[config.mk]
export PLATFORM = sky130hd
export DESIGN_NAME = pipe_hazard_ctrl
export DESIGN_NICKNAME = d
export VERILOG_FILES = /design/src/rtl/pipe_hazard_ctrl.sv
export SDC_FILE = /design/constraint.sdc
export NUM_CORES = 1
export LEC_CHECK = 0
export CORE_MARGIN = 2
export CORE_UTILIZATION = 40
export DETAILED_ROUTE_END_ITERATION = 6
export GPL_TIMING_DRIVEN = 1
export PLACE_DENSITY_LB_ADDON = 0.15
export SYNTH_ARGS = -nofsm -noshare
export SYNTH_HDL_FRONTEND = slang
export SYNTH_SLANG_ARGS = --single-unit
[constraint.sdc]
create_clock -name clk -period 2.5 [get_ports clk]
set_input_delay 0.5 -clock clk [delete_from_list [all_inputs] [get_ports clk]]
set_output_delay 0.5 -clock clk [all_outputs]
set_load 0.005 [all_outputs]
[src/rtl/pipe_hazard_ctrl.sv]
// Pipeline hazard controller: stall/flush vectors for PC + N-1 pipeline latches, drain/halt FSM, perf counters.
// Latency: stall/flush are combinational from inputs and current state; FSM and counters update on the next edge.
// Backpressure: mem_busy freezes every latch; halt freezes everything until reset; drain blocks new fetches.
module pipe_hazard_ctrl #(
    parameter int NUM_STAGES = 5,
    parameter int RAW_STAGE  = 1,
    parameter int JMP_STAGE  = 1,
    parameter int BR_STAGE   = 2,
    parameter int CNT_W      = 16
) (
    input  logic                  clk,
    input  logic                  reset_n,
    input  logic                  raw_hazard,
    input  logic                  jump_failed,
    input  logic                  branch_failed,
    input  logic                  mem_busy,
    input  logic                  wb_halt,
    input  logic                  drain_req,
    input  logic [NUM_STAGES-2:0] stage_valid,
    output logic [NUM_STAGES-1:0] stall,
    output logic [NUM_STAGES-1:0] flush,
    output logic                  halted,
    output logic                  drained,
    output logic [CNT_W-1:0]      stall_cnt,
    output logic [CNT_W-1:0]      flush_cnt
);

    typedef enum logic [1:0] {
        S_RUN,
        S_DRAIN,
        S_DRAINED,
        S_HALT
    } state_t;

    // Contiguous run of ones covering latch indices lo..hi inclusive.
    function automatic logic [NUM_STAGES-1:0] range_mask(input int lo, input int hi);
        logic [NUM_STAGES-1:0] m;
        m = '0;
        for (int i = 0; i < NUM_STAGES; i++) begin
            m[i] = (i >= lo) && (i <= hi);
        end
        return m;
    endfunction

    localparam logic [NUM_STAGES-1:0] BR_FLUSH  = range_mask(1, BR_STAGE);
    localparam logic [NUM_STAGES-1:0] JMP_FLUSH = range_mask(1, JMP_STAGE);
    localparam logic [NUM_STAGES-1:0] RAW_STALL = range_mask(0, RAW_STAGE);
    localparam logic [NUM_STAGES-1:0] RAW_FLUSH = range_mask(RAW_STAGE + 1, RAW_STAGE + 1);
    localparam logic [CNT_W-1:0]      CNT_MAX   = '1;

    state_t state;
    state_t state_nxt;
    logic   draining;

    assign draining = (state == S_DRAIN) || (state == S_DRAINED);
    assign halted   = (state == S_HALT);
    assign drained  = (state == S_DRAINED);

    // State register; reset returns to RUN from any state, including HALT.
    always_ff @(posedge clk or negedge reset_n) begin
        if (!reset_n) begin
            state <= S_RUN;
        end else begin
            state <= state_nxt;
        end
    end

    // Next state: a retiring HLT (with memory idle) overrides everything, HALT is terminal.
    always_comb begin
        state_nxt = state;
        if (wb_halt && !mem_busy) begin
            state_nxt = S_HALT;
        end else begin
            case (state)
                S_RUN:     if (drain_req) state_nxt = S_DRAIN;
                S_DRAIN: begin
                    if (!drain_req)                state_nxt = S_RUN;
                    else if (stage_valid == '0)    state_nxt = S_DRAINED;
                end
                S_DRAINED: if (!drain_req) state_nxt = S_RUN;
                default:   state_nxt = S_HALT;
            endcase
        end
    end

    // Stall/flush priority: halt > mem freeze > branch > RAW > jump; drain blocks fetch
    // except on a branch redirect, where the PC must still capture the target.
    always_comb begin
        stall = '0;
        flush = '0;
        if (!reset_n) begin
            stall = '0;
        end else if ((state == S_HALT) || wb_halt || mem_busy) begin
            stall = '1;
        end else if (branch_failed) begin
            flush = BR_FLUSH;
        end else begin
            if (raw_hazard) begin
                stall = RAW_STALL;
                flush = RAW_FLUSH;
            end else if (jump_failed) begin
                flush = JMP_FLUSH;
            end
            if (draining) begin
                stall[0] = 1'b1;
                flush[1] = 1'b1;
            end
        end
    end

    // Saturating performance counters, frozen once halted.
    always_ff @(posedge clk or negedge reset_n) begin
        if (!reset_n) begin
            stall_cnt <= '0;
            flush_cnt <= '0;
        end else if (state != S_HALT) begin
            if (stall[0] && (stall_cnt != CNT_MAX)) begin
                stall_cnt <= stall_cnt + 1'b1;
            end
            if ((|flush) && (flush_cnt != CNT_MAX)) begin
                flush_cnt <= flush_cnt + 1'b1;
            end
        end
    end

endmodule
# Yosys cells after proc, flatten, opt, wreduce, memory -nomap -nowiden
# Cells that the tools add are included.
dict set report totals {
  reg_bits 34
  latchBits 0
  ram_bits 0
  romBits 0
  inputBits 12
  output_inout_bits 44
  word_cells 44
  n_memories 0
}
dict set report classes {
  add_sub_neg 2
  mul 0
  n_div 0
  order_cmp 0
  eq_ne 9
  shifts 0
  muxes 17
  n_bitwise 0
  reduce_logical 13
}
# cell count
set op_table {}
lappend op_table {{$add A16 B1 Y16 const B} 2}
lappend op_table {{$ne A16 B16 Y1 const B} 2}
lappend op_table {{$mux W2} 8}
lappend op_table {{$mux W3} 4}
lappend op_table {{$mux W5} 2}
lappend op_table {{$pmux W2 S3} 1}
lappend op_table {{$reduce_or A5 Y1} 1}
lappend op_table {{$eq A2 B2 Y1 const B} 2}
lappend op_table {{$logic_not A4 Y1} 1}
lappend op_table {{$ne A4 B2 Y1 const B} 1}
lappend op_table {{$reduce_and A2 Y1} 2}
lappend op_table {{$logic_and A1 B1 Y1} 3}
lappend op_table {{$logic_or A1 B1 Y1} 3}
lappend op_table {{$ne A3 B2 Y1 const B} 1}
lappend op_table {{$ne A3 B3 Y1 const B} 1}
lappend op_table {{$reduce_and A3 Y1} 1}
lappend op_table {{$eq A2 B1 Y1 const B} 1}
lappend op_table {{$logic_not A2 Y1} 1}
lappend op_table {{$mux W1} 2}
lappend op_table {{$ne A2 B2 Y1 const B} 1}
lappend op_table {{$logic_not A1 Y1} 1}

# Longest topological paths before layout
# Gate-level depths: netlist of the first run.
dict set report depth {
  word_depth 9
  ltp_mapped 7
  depth_no_buf 6
}

# Worst setup path before layout of the first run
# Ideal clock, no wire load.
dict set report synth_timing {
  path_kind {register to register}
  startpoint {register state[0]}
  endpoint {register flush_cnt[1]}
  arrival_time_ns 1.767
  required_ns 2.375
  slack_ns 0.609
  path_stages_with_launch 6
  n_path_buf 0
  synth_period_minus_slack_ns 1.891
  cell_sequence {dfrtp_1 ha_1 nor4b_4 nand2_1 nor2_1 mux2_2}
}
# element line_no
set synth_lines {}
lappend synth_lines {{start: declaration} 51} ;# state_t state;
lappend synth_lines {{start signal: assignment} 64} ;# state <= state_nxt;
lappend synth_lines {{$eq A2 B2 Y1} -}
lappend synth_lines {{named net halted} 22} ;# output logic halted,
lappend synth_lines {{$logic_or A1 B1 Y1 (2 in a row)} 93} ;# end else if ((state == S_HALT) || wb_halt || mem_busy) begin
lappend synth_lines {{$mux W3} 93}
lappend synth_lines {{$mux W3} 91} ;# if (!reset_n) begin
lappend synth_lines {{$reduce_or A5 Y1} 120} ;# if ((|flush) && (flush_cnt != CNT_MAX)) begin
lappend synth_lines {{$logic_and A1 B1 Y1} 120}
lappend synth_lines {{$reduce_and A2 Y1 (no line)} -}
lappend synth_lines {{end signal: assignment} 121} ;# flush_cnt <= flush_cnt + 1'b1;
lappend synth_lines {{end: declaration} 25} ;# output logic [CNT_W-1:0] flush_cnt
# The timed path passes the listed nets, and every way through them passes these cells.
# A chain may end at the register's enable or synchronous reset.

# Worst setup path after layout of the first run
dict set report layout_timing {
  startpoint {input port branch_failed}
  endpoint {output port stall[0]}
}
dict set report layout_via {
  elab_chain_len 3
}
# element line_no
set layout_lines {}
lappend layout_lines {{start: declaration} 15} ;# input logic branch_failed,
lappend layout_lines {{$mux W2} 95} ;# end else if (branch_failed) begin
lappend layout_lines {{$mux W5} 93}
lappend layout_lines {{$mux W5} 91}
lappend layout_lines {{end: declaration} 20} ;# output logic [NUM_STAGES-1:0] stall,
# No other way between the ends.

==> results of run 1 <==
[layer usage]
metal  wire, um  up-vias  global-route usage [%]
met2       2030       30                    27.5
met3        157        5                    4.12
met5          0        -                       0
li1           -      786                       -
met4         38        0                    4.24
met1       1940      778                    23.0
[worst min path at each step]
stage                             from            to  slack (ns)
after floorplan                reset_n  flush_cnt[0]        0.20
after global placement    flush_cnt[6]  flush_cnt[6]        0.48
after detailed placement  flush_cnt[6]  flush_cnt[6]        0.49
after CTS                      reset_n  stall_cnt[6]        0.23
after global routing           reset_n  stall_cnt[5]        0.27
final                          reset_n  stall_cnt[6]        0.23
[critical path: stages]
cell	delay, ns
clkdlybuf4s50_1	0.41
nand2b_1	0.17
a21boi_2	0.17
o21bai_1	0.13
clkdlybuf4s50_1	0.53
[layout make-up]
type	instances	share of cell area, %
clock buffers	7	2.87
inverters	3	0.423
multi-input cells	139	39.3
flip-flops and latches	34	32.0
well taps	54	2.54
repair buffers	62	22.9
[power groups by stage]
stage / sequential, W / clock [W] / combinational (W)
finish: 0.000753 / 0.000374 / 0.000616
global route: 0.000774 / 0.000410 / 0.000688
CTS: 0.000754 / 0.000393 / 0.000621
detailed placement: 0.000765 / 0 / 0.000614
global placement: 0.000761 / 0 / 0.000605
floorplan: 0.000742 / 0 / 0.000291
[layout by cell type (no fill, tap or decap), types with 2 or more instances in the layout]
cell / synthesis / final
dfrtp_1: 34 / 34
xnor2_1: 11 / 11
clkbuf_1: 2 / 2
nand3_1: 7 / 7
nand2b_1: 4 / 4
and4_1: 2 / 2
clkbuf_8: 0 / 5
o2111ai_1: 3 / 3
dlymetal6s2s_1: 0 / 2
and4b_1: 2 / 2
and3_1: 4 / 4
o211ai_1: 5 / 5
clkdlybuf4s50_1: 0 / 49
ha_1: 6 / 5
conb_1: 1 / 3
nor4_1: 6 / 6
nor3_1: 10 / 9
nor4b_1: 2 / 2
inv_1: 3 / 3
nand4_1: 9 / 9
mux2_2: 2 / 2
buf_4: 5 / 9
nor2b_1: 2 / 2
o21bai_1: 2 / 2
nor2_1: 6 / 6
xor2_1: 19 / 19
nand2_1: 10 / 10
[stage by stage]
step | instance area, um^2 | hold WS, ns
2_1_floorplan | 1950 | 0.204
3_3_place_gp | 2560 | 0.478
3_5_place_dp | 2560 | 0.491
4_1_cts | 2650 | 0.235
5_1_grt | 2660 | 0.269
6_report | 2660 | 0.232
[kinds of logic after synthesis]
logic type | after synthesis | synth area share, %
AOI/OAI and AO/OA | 20 | 8.24
xor gates and xnor gates | 30 | 13.5
adders and majority gates | 6 | 3.86
buffers and inverters | 12 | 3.41
DFF | 34 | 43.8
muxes | 3 | 1.93
other | 1 | 0.193
and+or+nand+nor | 77 | 25.1
[state kept, by name, indices dropped and copies added (netlist names)]
signal / cells
flush_cnt: 16
stall_cnt: 16
state: 2
[timing repair]
item / 4_1_cts / 5_1_grt
pin swaps: 1 / 0
hold endpoints to repair: 0 / 0
gates resized for setup: 2 / 4
endpoints found under the setup margin: 3 / 3
buffers inserted: 1 / 0
==> metrics.md, run 1 <==
| Metric | Value |
|---|---|
| Hold_buf cts | `0` |
| Slew Viols, Final | `0` |
| First-pass detailed-route iteration total | `4` |
| Ys async rst share | `100%` |
| Final GP Congestion | `0.758` |
| Largest net degree at the start of global routing | `19` |
| Rows | `25` |
| Clock skew | `0.00707 ns` |
| Total power | `0.00174 W` |
| Drt wl/cell | `13.9 um` |
| Drt total wl | `4.17 mm` |
| First-pass GRT wire length | `7.25 mm` |
| Commonest cells post-synth | `34 x dfrtp_1, 19 x xor2_1, 11 x xnor2_1` |
| GR Util All Layers | `17.0%` |
| DIE AREA | `0.00543 mm^2` |
| Sinks on the clock net | `34` |
| Die Wd | `73.7 um` |
| Number of synthesized flops with an enable pin | `0` |
| Clk slew on worst S/H paths | `0.07 ns` |
| Synth-to-layout area growth | `36.8%` |
| Crit path from | `branch_failed` |
| Fin nets | `263` |
| DR iter-0 viols | `63` |
| Worst Path Required | `2.00 ns` |
| Syn avg cell area | `10.6 um^2` |
| CP arrival | `1.92 ns` |
| Pwr Density | `655 mW/mm^2` |
| Syn. warnings | `0` |
| Share of cells above drive strength 1 | `12.7%` |
| Total gr overflow | `0` |
| Residual DRC count | `0` |
| Peak VDD IR | `0.428 mV` |
| Via-to-Cell Ratio | `5.35` |
| Register area | `851 um^2` |
| Top-count cell post-synth | `dfrtp_1` |
| CP Max Fanout | `2` |
| Top Ports | `56` |
| Final setup violation count | `0` |
| FF-to-FF Start | `state[0]` |
| Fin. Hold Viols | `0` |
| Internal | `0.00120 W` |
| Clock buffer depth | `2` |
| Sequential element share of the synthesized area | `43.8%` |
| Comb pwr share | `35.3%` |
| Clock Power Share | `21.5%` |
| Final core utilization | `56.7%` |
| CP Class | `primary input to output port` |
| Vias in the first global route | `1576` |
| Tmin final | `2.42 ns` |
| Core area | `0.00469 mm^2` |
| Antenna violations before repair | `0` |
| Unrepaired setup endpoints after global routing | `no` |
| Via Count | `1599` |
| Initial Utilization | `41.4%` |
| Crit path capture | `stall[0]` |
| Achievable Freq | `0.413 GHz` |
| Netlist cell types | `50` |
| Die H | `73.7 um` |
| Synthesized netlist cell count | `183` |
| Leakage | `1.17 nW` |
| Insertion delay to the later sink of the worst-skew pair | `0.28 ns` |
| Startpoint types | `primary input` |
| Post-route ant nets | `0` |
| Multi-input gate area | `0.00105 mm^2` |
| FF+latch count, synth | `34` |
| IO Port Bufs | `52` |
| Dpl ws | `-0.0593 ns` |
| CTS buffer count | `5` |
| Max-Cap Viols | `0` |
| Cell type with the largest total area after synthesis | `dfrtp_1` |
| P_sw | `0.000548 W` |
| Fin crit share | `96.7%` |
| # diodes | `0` |
| Synth area leaders | `dfrtp_1 44%, xor2_1 8.6%, xnor2_1 5.0%` |
| Net Sw Frac | `31.4%` |
| Mapped cell area | `0.00194 mm^2` |
| CTS tree | `built` |
| Post-Layout Cell Count | `299` |
| Critical Path End Type | `output port` |
| Final WS setup | `0.0815 ns` |
| Root Driver | `clkbuf_8` |
| Hold Crit Class | `primary input to asynchronous set/reset pin` |
| Outcome | `complete, no violations` |
| RR Endpoint | `flush_cnt[1]` |
| Final HPWL DP | `3.21 mm` |
| TNS Setup | `0 ns` |
| Placed instance count | `291` |
| Fillers | `437` |
| CTS H-Tree Depth | `2` |
| Most used DFF post-synth | `dfrtp_1` |
| Seq pwr share | `43.2%` |
| R2r setup slk | `0.44 ns` |
| Worst r2r path cells | `7` |
| Top-area cell type share of the netlist area | `43.8%` |
(Power assumes the default switching activity.)
==> run 2, diff against run 1 <==
--- a/config.mk
+++ b/config.mk
@@ -8,7 +8,7 @@
 export CORE_MARGIN = 2
 export CORE_UTILIZATION = 40
 export DETAILED_ROUTE_END_ITERATION = 6
-export GPL_TIMING_DRIVEN = 1
+export GPL_TIMING_DRIVEN = 0
 export PLACE_DENSITY_LB_ADDON = 0.15
 export SYNTH_ARGS = -nofsm -noshare
 export SYNTH_HDL_FRONTEND = slang
==> run 2 against run 1 <==
  * Final cell count grew 0.33%
  * Clock skew shrank 0.0018 ns
  * Register-to-register slack lost 0.13 ns
  * Count of clock-buffer cells in the layout shrank 2
  * Die area is the same
  * Sequential power is essentially flat
  * Non-clock buffer count is the same
  * Wire length shrank 0.14%
  * Fmax grew 0.82%
  * Total power grew 13%
  * Sequential share of layout area shrank 0.50 points
==> metrics.md, run 2 (synthesized netlist as in run 1, its figures left out) <==
| Metric | Value |
|---|---|
| Vias in the first global route | `1522 (-3.4%)` |
| CP Class | `register to output port` |
| Synth-to-layout area growth | `39.0%` |
| WP buf/inv | `2 (unchanged)` |
| CTS tree | `built` |
| Die H | `73.7 um (unchanged)` |
| Most common cell after layout, fill and taps aside | `clkdlybuf4s50_1` |
| Fillers | `424 (-3.0%)` |
| Clock skew | `0.00529 ns (-0.00178 ns)` |
| Insertion delay to the later sink of the worst-skew pair | `0.29 ns (about the same)` |
| Slew Viols, Final | `0 (unchanged)` |
| Worst path max stage delay | `0.44 ns (-0.09 ns)` |
| TNS Setup | `0 ns (unchanged)` |
| Fin crit share | `96.0% (-0.79 points)` |
| CTS buffer count | `5 (unchanged)` |
| Max-Cap Viols | `0 (unchanged)` |
| Top Registers | `flush_cnt x16, stall_cnt x16, state x2` |
| CTS H-Tree Depth | `2 (unchanged)` |
| Placed inst area | `0.00253 mm^2 (-0.98%)` |
| Peak VDD IR | `0.379 mV (-11%)` |
| Clock buffer depth | `2 (unchanged)` |
| Tmin final | `2.40 ns (-0.0197 ns)` |
| Drt wl/cell | `13.9 um (-0.48%)` |
| Pwr Density | `728 mW/mm^2 (+11%)` |
| Crit path max-delay cell type | `clkdlybuf4s50_1` |
| Antenna violations before repair | `0 (unchanged)` |
| DIE AREA | `0.00543 mm^2 (unchanged)` |
| Metal1 wirelength | `1.83 mm (-5.9%)` |
| Unrepaired setup endpoints after global routing | `no` |
| DR iter-0 viols | `69 (+9.5%)` |
| Met2 wire length | `2.14 mm (+5.5%)` |
| Dpl ws | `-0.370 ns (-0.311 ns)` |
| Final setup violation count | `0 (unchanged)` |
| Via-to-Cell Ratio | `5.27 (-1.5%)` |
| Final WS setup | `0.101 ns (+0.0197 ns)` |
| # diodes | `0 (unchanged)` |
| Achievable Freq | `0.417 GHz (+0.82%)` |
| Critical-path cell list | `inv_1 -> ha_1 -> o31a_1 -> clkdlybuf4s50_1` |
| Residual DRC count | `0 (unchanged)` |
| Crit path from | `state[0]` |
| Core area | `0.00469 mm^2 (unchanged)` |
| Initial Utilization | `41.4% (unchanged)` |
| Share of cells above drive strength 1 | `12.6% (-0.051 points)` |
| CP Max Fanout | `5 (+3)` |
| First-pass detailed-route iteration total | `4 (unchanged)` |
| Total power | `0.00197 W (+13%)` |
| First-pass GRT wire length | `6.98 mm (-3.7%)` |
| Outcome | `complete, no violations` |
| Sinks on the clock net | `34 (unchanged)` |
| Hold Crit Class | `primary input to asynchronous set/reset pin` |
| Root Driver | `clkbuf_8` |
| Fin. Hold Viols | `0 (unchanged)` |
| Top Ports | `56 (unchanged)` |
| Commonest cells after routing, fill and taps aside | `47 x clkdlybuf4s50_1, 34 x dfrtp_1, 19 x xor2_1, 11 x xnor2_1, 10 x nand2_1` |
| IO Port Bufs | `52 (unchanged)` |
| CP arrival | `1.90 ns (-0.02 ns)` |
| Total gr overflow | `0 (unchanged)` |
| Final core utilization | `57.6% (+0.91 points)` |
| Hold_buf cts | `0 (unchanged)` |
| CP top delay family | `buffers and inverters` |
| Clk slew on worst S/H paths | `0.07 ns (about the same)` |
| Met3 WL post-DR | `137 um (-13%)` |
| Startpoint types | `register` |
| Final GP Congestion | `0.809 (+6.7%)` |
| Die Wd | `73.7 um (unchanged)` |
| Final HPWL DP | `3.07 mm (-4.2%)` |
| Fin nets | `263 (unchanged)` |
| Cell area after layout | `0.00270 mm^2 (+1.6%)` |
| FF-to-FF Start | `state[0]` |
| Rows | `25 (unchanged)` |
| Via Count | `1580 (-1.2%)` |
| Top layer in use | `met4` |
| Post-route ant nets | `0 (unchanged)` |
| Leakage | `1.19 nW (+1.6%)` |
| GR Util All Layers | `16.6% (-0.41 points)` |
| Largest net degree at the start of global routing | `40 (+21)` |
| Critical Path End Type | `output port` |
| Worst Path Required | `2.00 ns (about the same)` |
| Drt total wl | `4.16 mm (-0.14%)` |
## run 2: report_power, final
group          total, W  internal (W)  switching [W]
logic          0.000597      0.000356       0.000242
clock network  0.000616      0.000400       0.000216
registers      0.000753      0.000633       0.000120
## run 2: final cells by class
cell class	instances	area [um^2]	area share, %
Buffer	9	55.1	2.04
Clock buffer	5	68.8	2.55
Clock inverter	3	68.8	2.55
Inverter	3	11.3	0.417
Multi-Input combinational cell	139	1050	38.9
Sequential cell	34	851	31.5
Tap cell	54	67.6	2.50
Timing Repair Buffer	53	528	19.5
## run 2: what timing repair did
item | 4_1_cts | 5_1_grt
gates resized for setup | 6 | 4
setup buffers | 1 | 0
gates cloned | 0 | 0
pin swaps | 1 | 0
endpoints found under the setup margin | 7 | 5
## run 2: path summary, 6_finish.rpt
check / end / slack [ns] / cells after the start
worst min-delay path: flush_cnt[6] / 0.09 / 1
worst max register to register: stall_cnt[9] / 0.31 / 7
worst max-delay path: flush[1] / 0.10 / 4
worst min register to register: flush_cnt[15] / 0.50 / 1
min in group clk: flush_cnt[15] / 0.50 / 1
max in group asynchronous: stall_cnt[10] / 2.14 / 1
## run 2: through the flow
step,hold slack (ns),std cells
4_1_cts,0.173,300
3_3_place_gp,0.488,291
3_5_place_dp,0.490,291
6_report,0.0878,300
5_1_grt,0.116,300
2_1_floorplan,0.204,185
## run 2: worst reg2reg max path, cell delays in order (launching register included)
cell       delay (ns)
dfrtp_1          0.42
inv_1            0.10
ha_1             0.37
o21bai_1         0.11
a21oi_1          0.31
clkbuf_1         0.38
o2111ai_1        0.21
xnor2_1          0.17
## run 2: per-layer routing
layer	GRT usage [%]	vias up
li1	-	792
met1	20.4	756
met2	28.1	28
met3	4.12	4
met4	6.06	0
met5	0	-
==> run 3, diff against run 2 <==
==> constraint.sdc (replaced) <==
create_clock -name clk -period 2.5 [get_ports clk]
set_input_delay 0.375 -clock clk [delete_from_list [all_inputs] [get_ports clk]]
set_output_delay 0.375 -clock clk [all_outputs]
set_load 0.005 [all_outputs]
==> run 3 against run 2 <==
  * First-iteration DRC count down 13%
  * Design area down 0.65%
  * Total power down 0.84%
  * Sequential share of layout area up 0.21 points
  * Via count up 0.25%
  * Clock power about the same
  * Utilization down 0.37 points
  * Combinational power down 2%
  * Count of clock-buffer cells in the layout unchanged
  * Non-clock buffer count unchanged
  * Fmax up 2.2%
  * Critical path depth up 1
==> metrics.md, run 3 (synthesized netlist as in run 1, its figures left out) <==
| Metric | Value |
|---|---|
| # diodes | `0 (unchanged)` |
| Post-Layout Cell Count | `300 (unchanged)` |
| Final WS setup | `0.153 ns (+0.0522 ns)` |
| Dpl ws | `-0.120 ns (+0.250 ns)` |
| Met2 wire length | `2.11 mm (-1.3%)` |
| Worst r2r path cells | `7 (unchanged)` |
| Drt wl/cell | `13.9 um (unchanged)` |
| Root Driver | `clkbuf_8` |
| Synth-to-layout area growth | `38.1%` |
| CP arrival | `1.97 ns (+0.07 ns)` |
| Total power | `0.00195 W (-0.84%)` |
| Met3 WL post-DR | `142 um (+3.6%)` |
| Hold_buf cts | `0 (unchanged)` |
| Slew Viols, Final | `0 (unchanged)` |
| Crit path capture | `stall[0]` |
| Worst path max stage delay | `0.44 ns (about the same)` |
| Critical Path End Type | `output port` |
| Cell area after layout | `0.00269 mm^2 (-0.65%)` |
| Top Ports | `56 (unchanged)` |
| Tmin final | `2.35 ns (-0.0522 ns)` |
| Core area | `0.00469 mm^2 (unchanged)` |
| Total gr overflow | `0 (unchanged)` |
| Antenna violations before repair | `0 (unchanged)` |
| Outcome | `complete, no violations` |
| Leakage | `1.17 nW (-1.5%)` |
| DIE AREA | `0.00543 mm^2 (unchanged)` |
| Peak VDD IR | `0.379 mV (about the same)` |
| Initial Utilization | `41.4% (unchanged)` |
| Critical-path cell list | `ha_2 -> nor3_1 -> a21boi_0 -> o21bai_1 -> clkdlybuf4s50_1` |
| Rows | `25 (unchanged)` |
| Final GP Congestion | `0.809 (unchanged)` |
| Via Count | `1584 (+0.25%)` |
| Share of cells above drive strength 1 | `12.2% (-0.41 points)` |
| Crit path from | `state[0]` |
| Die H | `73.7 um (unchanged)` |
| Multi-input gate area | `0.00104 mm^2 (-1.4%)` |
| Top layer in use | `met4` |
| Pwr Density | `726 mW/mm^2 (-0.19%)` |
| Clock skew | `0.00471 ns (-0.000577 ns)` |
| CTS H-Tree Depth | `2 (unchanged)` |
| RR Endpoint | `stall_cnt[9]` |
| GR Util All Layers | `16.6% (unchanged)` |
| IO Port Bufs | `52 (unchanged)` |
| Via-to-Cell Ratio | `5.28 (+0.25%)` |
| Most common cell after layout, fill and taps aside | `clkdlybuf4s50_1` |
| Fin. Hold Viols | `0 (unchanged)` |
| Metal1 wirelength | `1.85 mm (+1.3%)` |
| Final setup violation count | `0 (unchanged)` |
| Max-Cap Viols | `0 (unchanged)` |
| CTS buffer count | `5 (unchanged)` |
| R2r setup slk | `0.37 ns (+0.06 ns)` |
| FF-to-FF Start | `state[1]` |
| Clock buffer depth | `2 (unchanged)` |
| Worst Path Required | `2.12 ns (+0.12 ns)` |
| Fillers | `426 (+0.47%)` |
| Largest net degree at the start of global routing | `40 (unchanged)` |
| WP buf/inv | `1 (-1)` |
| CP top delay family | `buffers and inverters` |
| Final HPWL DP | `3.07 mm (unchanged)` |
| CP Class | `register to output port` |
| Register area | `851 um^2 (unchanged)` |
| TNS Setup | `0 ns (unchanged)` |
| Die Wd | `73.7 um (unchanged)` |
| Commonest cells after routing, fill and taps aside | `51 x clkdlybuf4s50_1, 34 x dfrtp_1, 19 x xor2_1, 11 x xnor2_1` |
| DR iter-0 viols | `60 (-13%)` |
| Levels on crit path | `5 (+1)` |
| Achievable Freq | `0.426 GHz (+2.2%)` |
| CTS tree | `built` |
| Insertion delay to the later sink of the worst-skew pair | `0.29 ns (about the same)` |
| Clk slew on worst S/H paths | `0.08 ns (about the same)` |
| Placed instance count | `291 (unchanged)` |
| Drt total wl | `4.16 mm (unchanged)` |
| Crit path max-delay cell type | `clkdlybuf4s50_1` |
| Residual DRC count | `0 (unchanged)` |
| Top Registers | `flush_cnt x16, stall_cnt x16, state x2` |
| Unrepaired setup endpoints after global routing | `no` |
| Startpoint types | `register` |
| Placed inst area | `0.00253 mm^2 (unchanged)` |
| Sinks on the clock net | `34 (unchanged)` |
| Hold Crit Class | `primary input to asynchronous set/reset pin` |
| Post-route ant nets | `0 (unchanged)` |
| CP Max Fanout | `8 (+3)` |
| Vias in the first global route | `1526 (+0.26%)` |
| Fin nets | `263 (unchanged)` |
| First-pass detailed-route iteration total | `4 (unchanged)` |
| Fin crit share | `93.9% (-2.1 points)` |
| First-pass GRT wire length | `6.98 mm (-0.10%)` |
run 3: timing repair:
| item | 4_1_cts | 5_1_grt |
|---|---|---|
| setup endpoints to repair | 2 | 5 |
| pin swaps | 1 | 1 |
| gates resized for setup | 1 | 1 |
| cloned | 0 | 0 |
| endpoints found under the hold margin | 0 | 0 |
| buffers inserted | 0 | 1 |
run 3: layout make-up:
| type | instances | share of cell area (%) |
|---|---|---|
| Clock inverter | 3 | 2.56 |
| Clock buffer | 5 | 2.56 |
| Multi-Input combinational cell | 139 | 38.6 |
| Timing Repair Buffer | 53 | 19.6 |
| Inverter | 3 | 0.419 |
| Tap cell | 54 | 2.52 |
| Buffer | 9 | 2.05 |
| Sequential cell | 34 | 31.7 |
run 3: worst min path at each step:
stage                  start            end  cells past startpoint
2_1_floorplan        reset_n   flush_cnt[0]                      0
3_3_place_gp    flush_cnt[6]   flush_cnt[6]                      1
3_5_place_dp   flush_cnt[15]  flush_cnt[15]                      1
4_1_cts              reset_n   flush_cnt[8]                      1
5_1_grt              reset_n   flush_cnt[8]                      1
6_report             reset_n   flush_cnt[8]                      1
run 3: power breakdown:
part           internal [W]  switching, W
combinational      0.000347      0.000239
sequential         0.000633      0.000115
clock              0.000400      0.000216
run 3: worst reg2reg max path, cell delays in order, from the launching register on:
cell       delay, ns
dfrtp_1         0.38
inv_1           0.09
ha_1            0.36
o21bai_1        0.11
a21oi_1         0.31
clkbuf_1        0.38
o2111ai_1       0.21
xnor2_1         0.17
run 3: metrics by stage:
step / hold WS [ns] / util (%)
after floorplan: 0.0794 / -
after global placement: 0.488 / 54.1
after detailed placement: 0.490 / 54.0
after CTS: 0.0483 / 57.0
after global routing: 0.0735 / 57.2
final: 0.0382 / 57.2
run 3: routing by layer:
layer	vias up	track usage, %
li1	792	-
met3	4	4.12
met4	0	6.46
met2	30	27.8
met1	758	20.5
met5	-	0
